## config.mk

```make
export PLATFORM = sky130hd
export DESIGN_NAME = fp_mul_arbiter
export DESIGN_NICKNAME = d
export VERILOG_FILES = /design/src/rtl/fp_arb_pkg.sv /design/src/rtl/fp_mul_arbiter_rr_arbiter.sv /design/src/rtl/fp_mul_arbiter.sv
export SDC_FILE = /design/constraint.sdc
export NUM_CORES = 1
export LEC_CHECK = 0
export ABC_AREA = 1
export CORE_AREA = 4 4 159 161
export DETAILED_ROUTE_END_ITERATION = 7
export DIE_AREA = 0 0 163 165
export PLACE_DENSITY = 0.76
export SYNTH_ARGS = -nofsm -noshare
export SYNTH_HDL_FRONTEND = slang
export SYNTH_SLANG_ARGS = --single-unit
```

## constraint.sdc

```tcl
create_clock -name clk -period 2.9 [get_ports clk]
set_input_delay 0.58 -clock clk [delete_from_list [all_inputs] [get_ports clk]]
set_output_delay 0.58 -clock clk [all_outputs]
set_load 0.1 [all_outputs]
```

## src/rtl/fp_arb_pkg.sv

```systemverilog
// Shared types and constants for the floating-point multiplier arbiter.
// Contents: FSM state encoding, the quiet-NaN pattern returned on a multiplier
// timeout, and the grant-index width helper.
package fp_arb_pkg;

    typedef enum logic [1:0] {
        IDLE  = 2'd0,
        ISSUE = 2'd1,
        WAIT  = 2'd2,
        RESP  = 2'd3
    } state_t;

    localparam logic [31:0] FP_QNAN = 32'h7FC0_0000;

    // Bits needed to hold a requester index (at least one bit).
    function automatic int unsigned grant_w(input int unsigned n);
        return (n > 1) ? $clog2(n) : 1;
    endfunction

endpackage

```

## src/rtl/fp_mul_arbiter_rr_arbiter.sv

```systemverilog
// Combinational round-robin pick: the first asserted request scanning upward
// from last_grant+1 with wrap-around.
// Ports: req (request vector), last_grant (index granted last),
//        grant (one-hot winner), grant_idx (winner index), any (some request set).
module rr_arbiter
    import fp_arb_pkg::*;
#(
    parameter int unsigned N  = 4,
    parameter int unsigned GW = grant_w(N)
) (
    input  logic [N-1:0]  req,
    input  logic [GW-1:0] last_grant,
    output logic [N-1:0]  grant,
    output logic [GW-1:0] grant_idx,
    output logic          any
);

    int unsigned idx;

    // Scan offsets 1..N after last_grant; the nearest requester wins.
    always_comb begin
        grant     = '0;
        grant_idx = '0;
        any       = 1'b0;
        idx       = 0;
        for (int unsigned k = 1; k <= N; k++) begin
            idx = (32'(last_grant) + k) % N;
            if (!any && req[GW'(idx)]) begin
                any            = 1'b1;
                grant[GW'(idx)] = 1'b1;
                grant_idx      = GW'(idx);
            end
        end
    end

endmodule

```

## src/rtl/fp_mul_arbiter.sv

```systemverilog
// Shares one floating-point multiplier among N_REQ requesters with round-robin
// arbitration; one multiply in flight, result returned only to the grant holder.
// Optional feature: define FP_ARB_TIMEOUT_EN to abort a WAIT that exceeds
// TIMEOUT_CYC cycles, answering qNaN with rsp_err=1.
// Ports:
//   clk, rst_n                         clock, async active-low reset
//   req_valid/req_ready                request handshake (ready one-hot, IDLE only)
//   req_a, req_b, req_rnd              packed per-requester operands / round mode
//   rsp_valid/rsp_ready                response handshake (valid one-hot)
//   rsp_data, rsp_err                  shared product and timeout flag
//   busy                               FSM not in IDLE
//   mul_start, mul_a, mul_b,
//   mul_round_mode                     multiplier command (start is a one-cycle pulse)
//   mul_result, mul_done               multiplier return (done sampled only in WAIT)
module fp_mul_arbiter
    import fp_arb_pkg::*;
#(
    parameter int unsigned N_REQ       = 4,
    parameter int unsigned D_LEN       = 32,
    parameter int unsigned TIMEOUT_CYC = 64
) (
    input  logic                   clk,
    input  logic                   rst_n,
    input  logic [N_REQ-1:0]       req_valid,
    output logic [N_REQ-1:0]       req_ready,
    input  logic [N_REQ*D_LEN-1:0] req_a,
    input  logic [N_REQ*D_LEN-1:0] req_b,
    input  logic [N_REQ*2-1:0]     req_rnd,
    output logic [N_REQ-1:0]       rsp_valid,
    input  logic [N_REQ-1:0]       rsp_ready,
    output logic [D_LEN-1:0]       rsp_data,
    output logic                   rsp_err,
    output logic                   busy,
    output logic                   mul_start,
    output logic [D_LEN-1:0]       mul_a,
    output logic [D_LEN-1:0]       mul_b,
    output logic [1:0]             mul_round_mode,
    input  logic [D_LEN-1:0]       mul_result,
    input  logic                   mul_done
);

    localparam int unsigned GW = grant_w(N_REQ);

    if (N_REQ < 2 || N_REQ > 8 || TIMEOUT_CYC < 1) begin : g_bad_param
        $error("fp_mul_arbiter: N_REQ must be 2..8 and TIMEOUT_CYC >= 1");
    end

    state_t             state, state_nxt;
    logic [GW-1:0]      last_grant, grant_id, arb_idx;
    logic [N_REQ-1:0]   arb_grant;
    logic               arb_any, accept;
    logic [D_LEN-1:0]   sel_a, sel_b;
    logic [1:0]         sel_rnd;

    rr_arbiter #(.N(N_REQ), .GW(GW)) u_arb (
        .req        (req_valid),
        .last_grant (last_grant),
        .grant      (arb_grant),
        .grant_idx  (arb_idx),
        .any        (arb_any)
    );

    // Operand mux for the arbitration winner.
    always_comb begin
        sel_a   = '0;
        sel_b   = '0;
        sel_rnd = '0;
        for (int i = 0; i < int'(N_REQ); i++) begin
            if (GW'(i) == arb_idx) begin
                sel_a   = req_a[i*D_LEN +: D_LEN];
                sel_b   = req_b[i*D_LEN +: D_LEN];
                sel_rnd = req_rnd[2*i +: 2];
            end
        end
    end

`ifdef FP_ARB_TIMEOUT_EN
    localparam int unsigned CW = $clog2(TIMEOUT_CYC + 1);

    logic [CW-1:0] wait_cnt;
    logic          timeout;

    // Fires on the TIMEOUT_CYC-th WAIT cycle that still has no done.
    assign timeout = (state == WAIT) && !mul_done && (wait_cnt == CW'(TIMEOUT_CYC - 1));

    // WAIT cycle counter; zero whenever the FSM is outside WAIT.
    always_ff @(posedge clk or negedge rst_n) begin
        if (!rst_n) begin
            wait_cnt <= '0;
            rsp_err  <= 1'b0;
        end else begin
            wait_cnt <= (state == WAIT) ? wait_cnt + CW'(1) : '0;
            if (timeout) begin
                rsp_err <= 1'b1;
            end else if (state == RESP && state_nxt == IDLE) begin
                rsp_err <= 1'b0;
            end
        end
    end
`else
    assign rsp_err = 1'b0;
`endif

    // Next-state and request accept.
    always_comb begin
        state_nxt = state;
        accept    = 1'b0;
        req_ready = '0;
        case (state)
            IDLE: begin
                req_ready = arb_grant;
                if (arb_any) begin
                    accept    = 1'b1;
                    state_nxt = ISSUE;
                end
            end
            ISSUE: state_nxt = WAIT;
            WAIT: begin
                if (mul_done) begin
                    state_nxt = RESP;
                end
`ifdef FP_ARB_TIMEOUT_EN
                else if (timeout) begin
                    state_nxt = RESP;
                end
`endif
            end
            RESP: begin
                if (rsp_ready[grant_id]) begin
                    state_nxt = IDLE;
                end
            end
            default: state_nxt = IDLE;
        endcase
    end

    // State, operand latches and registered outputs.
    always_ff @(posedge clk or negedge rst_n) begin
        if (!rst_n) begin
            state          <= IDLE;
            last_grant     <= GW'(N_REQ - 1);
            grant_id       <= '0;
            mul_a          <= '0;
            mul_b          <= '0;
            mul_round_mode <= '0;
            mul_start      <= 1'b0;
            busy           <= 1'b0;
            rsp_valid      <= '0;
            rsp_data       <= '0;
        end else begin
            state     <= state_nxt;
            mul_start <= (state_nxt == ISSUE);
            busy      <= (state_nxt != IDLE);
            rsp_valid <= (state_nxt == RESP) ? (N_REQ'(1) << grant_id) : '0;
            if (accept) begin
                mul_a          <= sel_a;
                mul_b          <= sel_b;
                mul_round_mode <= sel_rnd;
                grant_id       <= arb_idx;
            end
            if (state == WAIT && mul_done) begin
                rsp_data <= mul_result;
            end
`ifdef FP_ARB_TIMEOUT_EN
            else if (timeout) begin
                rsp_data <= D_LEN'(FP_QNAN);
            end
`endif
            if (state == RESP && state_nxt == IDLE) begin
                last_grant <= grant_id;
            end
        end
    end

endmodule

```

Word-level counts from Yosys, hierarchy flattened
Cells that the tools add are included.
- add/sub/neg operators: 4
- multiply operators: 0
- div/mod/pow operators: 0
- $lt $le $gt $ge: 9
- eq/ne operators: 8
- shift operators: 1
- multiplexer cells: 50
- bitwise gates (word level): 3
- reduce and logical (&&, ||, !) cells: 16
- operator list (cell ; number):
    $mux W32 ; 8
    $mux W4 ; 6
    $mux W2 ; 11
    $lt A2 B3 Y1 const B ; 5
    $mux W1 ; 15
    $or A4 B4 Y4 ; 3
    $bmux W1 S2 ; 5
    $logic_and A1 B1 Y1 ; 9
    $demux W1 S2 ; 4
    $ge A2 B1 Y1 const B ; 4
    $pmux W2 S4 ; 1
    $eq A2 B2 Y1 const B ; 3
    $logic_not A2 Y1 ; 3
    $add A2 B1 Y2 const B ; 2
    $add A2 B2 Y2 const B ; 2
    $eq A2 B1 Y1 const B ; 2
    $eq A2 B2 Y1 const A ; 2
    $shl A1 B2 Y4 const A ; 1
    $logic_not A1 Y1 ; 3
    $eq A1 B2 Y1 const A ; 1
    $reduce_bool A2 Y1 ; 1
- register bits: 110
- latch bits: 0
- memory bits (writable): 0
- bits in read-only memories: 0
- memories: 0

Depth between registers and ports, before layout
- word-level depth: 18
- gate-level depth with buffers: 18
- gate-level depth less buffers: 15

Modules after synthesis
Synthesis repeated with hierarchy kept, for this count alone.
- cells, all modules: 852
- area total of the unflattened synthesis: 6221.0 sq um
- modules (own cells, without submodules) (module ; instances ; cells an instance ; area an instance (sq um) ; seq. area each (sq um)):
    fp_mul_arbiter ; 1 ; 778 ; 5763.0 ; 2755.1
    rr_arbiter ; 1 ; 74 ; 457.9 ; 0.0

Least setup slack after synthesis
OpenSTA, ideal clock, no wires.
- path kind: flip-flop to output port
- start point: register last_grant[1]
- end point: output req_ready[2]
- data arrival time: 2.422 ns
- slack: -0.102 ns
- cell stages (with the launch flop): 13
- path through: dfstp_2 > inv_1 > ha_1 > inv_1 > nand3_2 > nand2_4 > nor2_8 > nand2_1 > inv_1 > nand2_1 > o21ai_0 > nand2_1 > inv_1
- cells in the longest elaborated chain, start to end: 14
- elaborated cells between the ends (all ways): 49
- those cells by class: add/sub (4); order compare (8); mux (24); bitwise (3); reduce/logical (10)
- RTL lines (what ; line ; source):
    from (decl) ; fp_mul_arbiter.sv:49 ; logic [GW-1:0] last_grant, grant_id, arb_idx;
    from (signal assigned) ; fp_mul_arbiter.sv:141 ; last_grant <= GW'(N_REQ - 1);
    from (signal assigned) ; fp_mul_arbiter.sv:170 ; last_grant <= grant_id;
    parallel branches: the longest is 12 deep, another holds $lt A2 B3 Y1 ; -- ;
    $mux W4 * ; fp_mul_arbiter_rr_arbiter.sv:28 ; if (!any && req[GW'(idx)]) begin
    $mux W4 * ; fp_mul_arbiter.sv:109 ; case (state)
    to (decl) ; fp_mul_arbiter.sv:25 ; output logic [N_REQ-1:0] req_ready,
Every way passes the cells marked *. The select of a mux whose other input is x is not followed.

Worst setup path after layout
- start point: register last_grant[0]
- end point: output req_ready[2]
The elaborated chain is that of the path after synthesis.

==> summary.md <==
| Metric | Value |
|---|---|
| Site row count | between 50 and 60 |
| FF/Latch Area | ~0.0028 mm^2 |
| Leftover overflow at the end of global routing | 0 |
| Final slew viol count | 0 |
| Setup_tns | 0 ns |
| Fraction of layout instances using a drive strength above 1 | 17.01% |
| Count of flip-flops with a built-in enable after synthesis | 0 |
| Clk_skew | around 0.017 ns |
| Leading cell type in the layout, fill and taps excluded | nand2_1 |
| Wire length of the first global-routing pass | around 42000 um |
| Clk_lat worst skew | ~0.36 ns |
| Detailed Route WL | between 20000 and 30000 um |
| Buffers from clock root to sink, at most | 2 |
| Portion of the post-synthesis area used by sequential elements | 41.41% |
| Area share of the largest cell type after synthesis | approximately two fifths |
| Post-synth cell types | 33 |
| RSZ-0062 raised after global routing | true |
| Root Buffer Master | clkbuf_16 |
| Vias per Instance | ~4.7 |
| Detailed-routing iteration count for the pre-antenna-repair pass | 5 |
| Core Footprint | about 0.024 mm^2 |
| Delay contributed by the slowest stage of the critical path | 0.56 ns |
| Worst-path cell chain | inv_2, ha_4, inv_4, nand3_4, nand2_8, nor2_4, nand2_1, o21ai_1, a31oi_1, o21ai_1, nand2_1, clkinvlp_4, buf_12 |
| Biggest fanout along the worst timing path | 6 |
| Cell area after synthesis | between 0.006 and 0.007 mm^2 |
| Worst path required time | approximately 2.3 ns |
| Category of the worst setup path capture point | output pin |
| Cells taking the most area after synthesis | dfrtp_1, nand2_1, o21ai_0, nand3_1, mux2_2 |
| CTS HTree Levels | 3 |
| # clock sinks | between 100 and 150 |
| Avg WL per Cell | ~17 um |
| Number of endpoints with negative hold slack in the final report | 0 |
| Vias after detailed routing | 7741 |
| Final setup slack of the worst path | approximately 0.0058 ns |
| Setup crit start kind | flip-flop |
| Number of global-route vias before repair | about 7700 |
| Worst setup slack before clock tree synthesis | -0.01309 ns |
| Total of hold buffers inserted after clock tree synthesis | 0 |
| Arr. time, crit path | approximately 2.3 ns |
| Filler instances | roughly 2400 |
| Total of endpoints with negative setup slack in the final report | 0 |
| Input/output buffers | slightly above 400 |
| CTS buffer count | 9 |
| Headroom to the max-slew limit | about two thirds |
| Die span in x | approximately 160 um |
| Number of max-capacitance violations reported | 0 |
| Status | completed |
| Type of the setup path with the least slack | flip-flop to output pin |
| Crit path max-delay family | flip-flops |
| Initial antenna violation count | 3 |
| HPWL after detailed placement | around 22000 um |
| Number of antenna-violating nets in the routed design | 0 |
| Proportion of register bits with asynchronous set or reset after synthesis | 100.0% |
| Maximum number of pins on one net before global-route repair | 64 |
| Drc violations | 0 |
| Main flop type after synthesis | dfrtp_1 |
| Count of state elements after synthesis | 110 |
| Register-to-Register Setup Slack | 0.26 ns |
| Count of warnings emitted by yosys | 0 |
| Final Wtd Congestion | between 0.9 and 1 |
| I/O pin count | between 400 and 500 |
| WP buf/inv | 4 |
| Detailed Route Iter0 Violations | about 430 |
| Area growth, synth to finish | 72.06% |
| Final net count | between 1500 and 2000 |
| End of the worst register-to-register path | mul_b[27] |
| Synthesized netlist net count | approximately 1200 |
| Mean cell area of the mapped netlist | 7.201 um^2 |
| Gate count after technology mapping | roughly 920 |
| Total Routing Usage GR | 19.78% |
| Register clock-pin slew on the reported worst setup and hold paths | around 0.08 ns |
| Leading cell types in the layout, fill and taps excluded | nand2_1, clkdlybuf4s50_1, buf_4 |
| Floorplan die height | ~170 um |
| Effective utilization at floorplan | between 20% and 30% |
| Final Cycle Share | 99.80% |
| CTS tree | built |
| Worst min-delay path category | input port to asynchronous set/reset pin |
| F_max | roughly 0.35 GHz |
| Reg-to-reg critical path startpoint | last_grant[0] |
| Worst Reg-to-Reg Cells | 15 |
| Slew @ Worst Pin | approximately 0.50 ns |
| Post-synth top area cell | dfrtp_1 |
| Time the final worst path needs with I/O delays and setup | slightly below 3 ns |
| Area taken by multi-input logic gates | about 0.0034 mm^2 |
| DIE AREA | 0.02690 mm^2 |
| Slowest cell on crit path | dfstp_2 |
-- metrics by stage --
step	hold slack [ns]	util (%)	cells	instance area, um^2
floorplan	0.2844	-	924	6661
global placement	0.4637	46.01	1631	11020
detailed placement	0.4663	46.01	1631	11020
CTS	0.08337	47.57	1650	11400
global route	0.08781	47.78	1655	11450
finish	0.09476	47.78	1655	11450
-- routing by layer --
layer,track usage [%],vias to the layer above,share of wire [%]
met1,22.89,3583,38
met3,6.539,44,9.6
met2,34.64,329,49
met4,6.329,2,2.5
li1,-,3783,-
met5,0,-,0.046
-- flip-flops by register name, summed over array words and instances, names as in the netlist --
| register | cells |
|---|---|
| mul_start | 1 |
| rsp_valid | 4 |
| last_grant | 2 |
| mul_round_mode | 2 |
| grant_id | 2 |
| state | 2 |
| rsp_data | 32 |
| mul_a | 32 |
| mul_b | 32 |
| busy | 1 |
-- timing repair --
item | CTS | global route
setup buffers | 3 | 3
gates cloned | 0 | 0
pin swaps | 4 | 5
hold endpoints to repair | 0 | 0
gates resized for setup | 12 | 11
setup endpoints to repair | 4 | 4
-- synth_stat cells (all sizes together) (4+ instances only) --
cell / n
nand3: 93
nor3: 4
mux2: 32
clkbuf: 30
buf: 27
a21oi: 5
inv: 86
nor2: 11
o21ai: 112
nand4: 31
ha: 8
nand2: 366
dfrtp: 108
-- worst max-delay path by stage --
stage	startpoint	to	slack, ns	depth (start not counted)
global route	last_grant[0]	req_ready[2]	-0.12	13
global placement	req_valid[0]	req_ready[2]	0.01	13
CTS	last_grant[1]	req_ready[2]	0.0008	13
finish	last_grant[0]	req_ready[2]	0.006	13
floorplan	last_grant[1]	req_ready[2]	0.06	12
detailed placement	req_valid[0]	req_ready[2]	-0.01	13
-- cells by family after synthesis --
group                    after synthesis  synth area share, %
adder cells (fa/ha/maj)                8                1.504
other                                  1              0.05636
buffers and inverters                143                9.308
AO/OA/AOI/OAI                        122                9.421
AND/OR/NAND/NOR                      508                32.89
flip-flops                           110                41.41
multiplexers                          32                5.416
-- cell type report --
cell class / instances / area share [%]
Antenna cell: 2 / 0.04372
Clock buffer: 9 / 1.967
Clock inverter: 7 / 0.6885
Inverter: 86 / 2.907
Multi-Input combinational cell: 671 / 29.39
Sequential cell: 110 / 24.07
Tap cell: 324 / 3.541
Timing Repair Buffer: 446 / 37.40
Power is left out: the tool's default activity adds up to more than one toggle a clock period on the data nets, which glitch-free logic cannot reach.
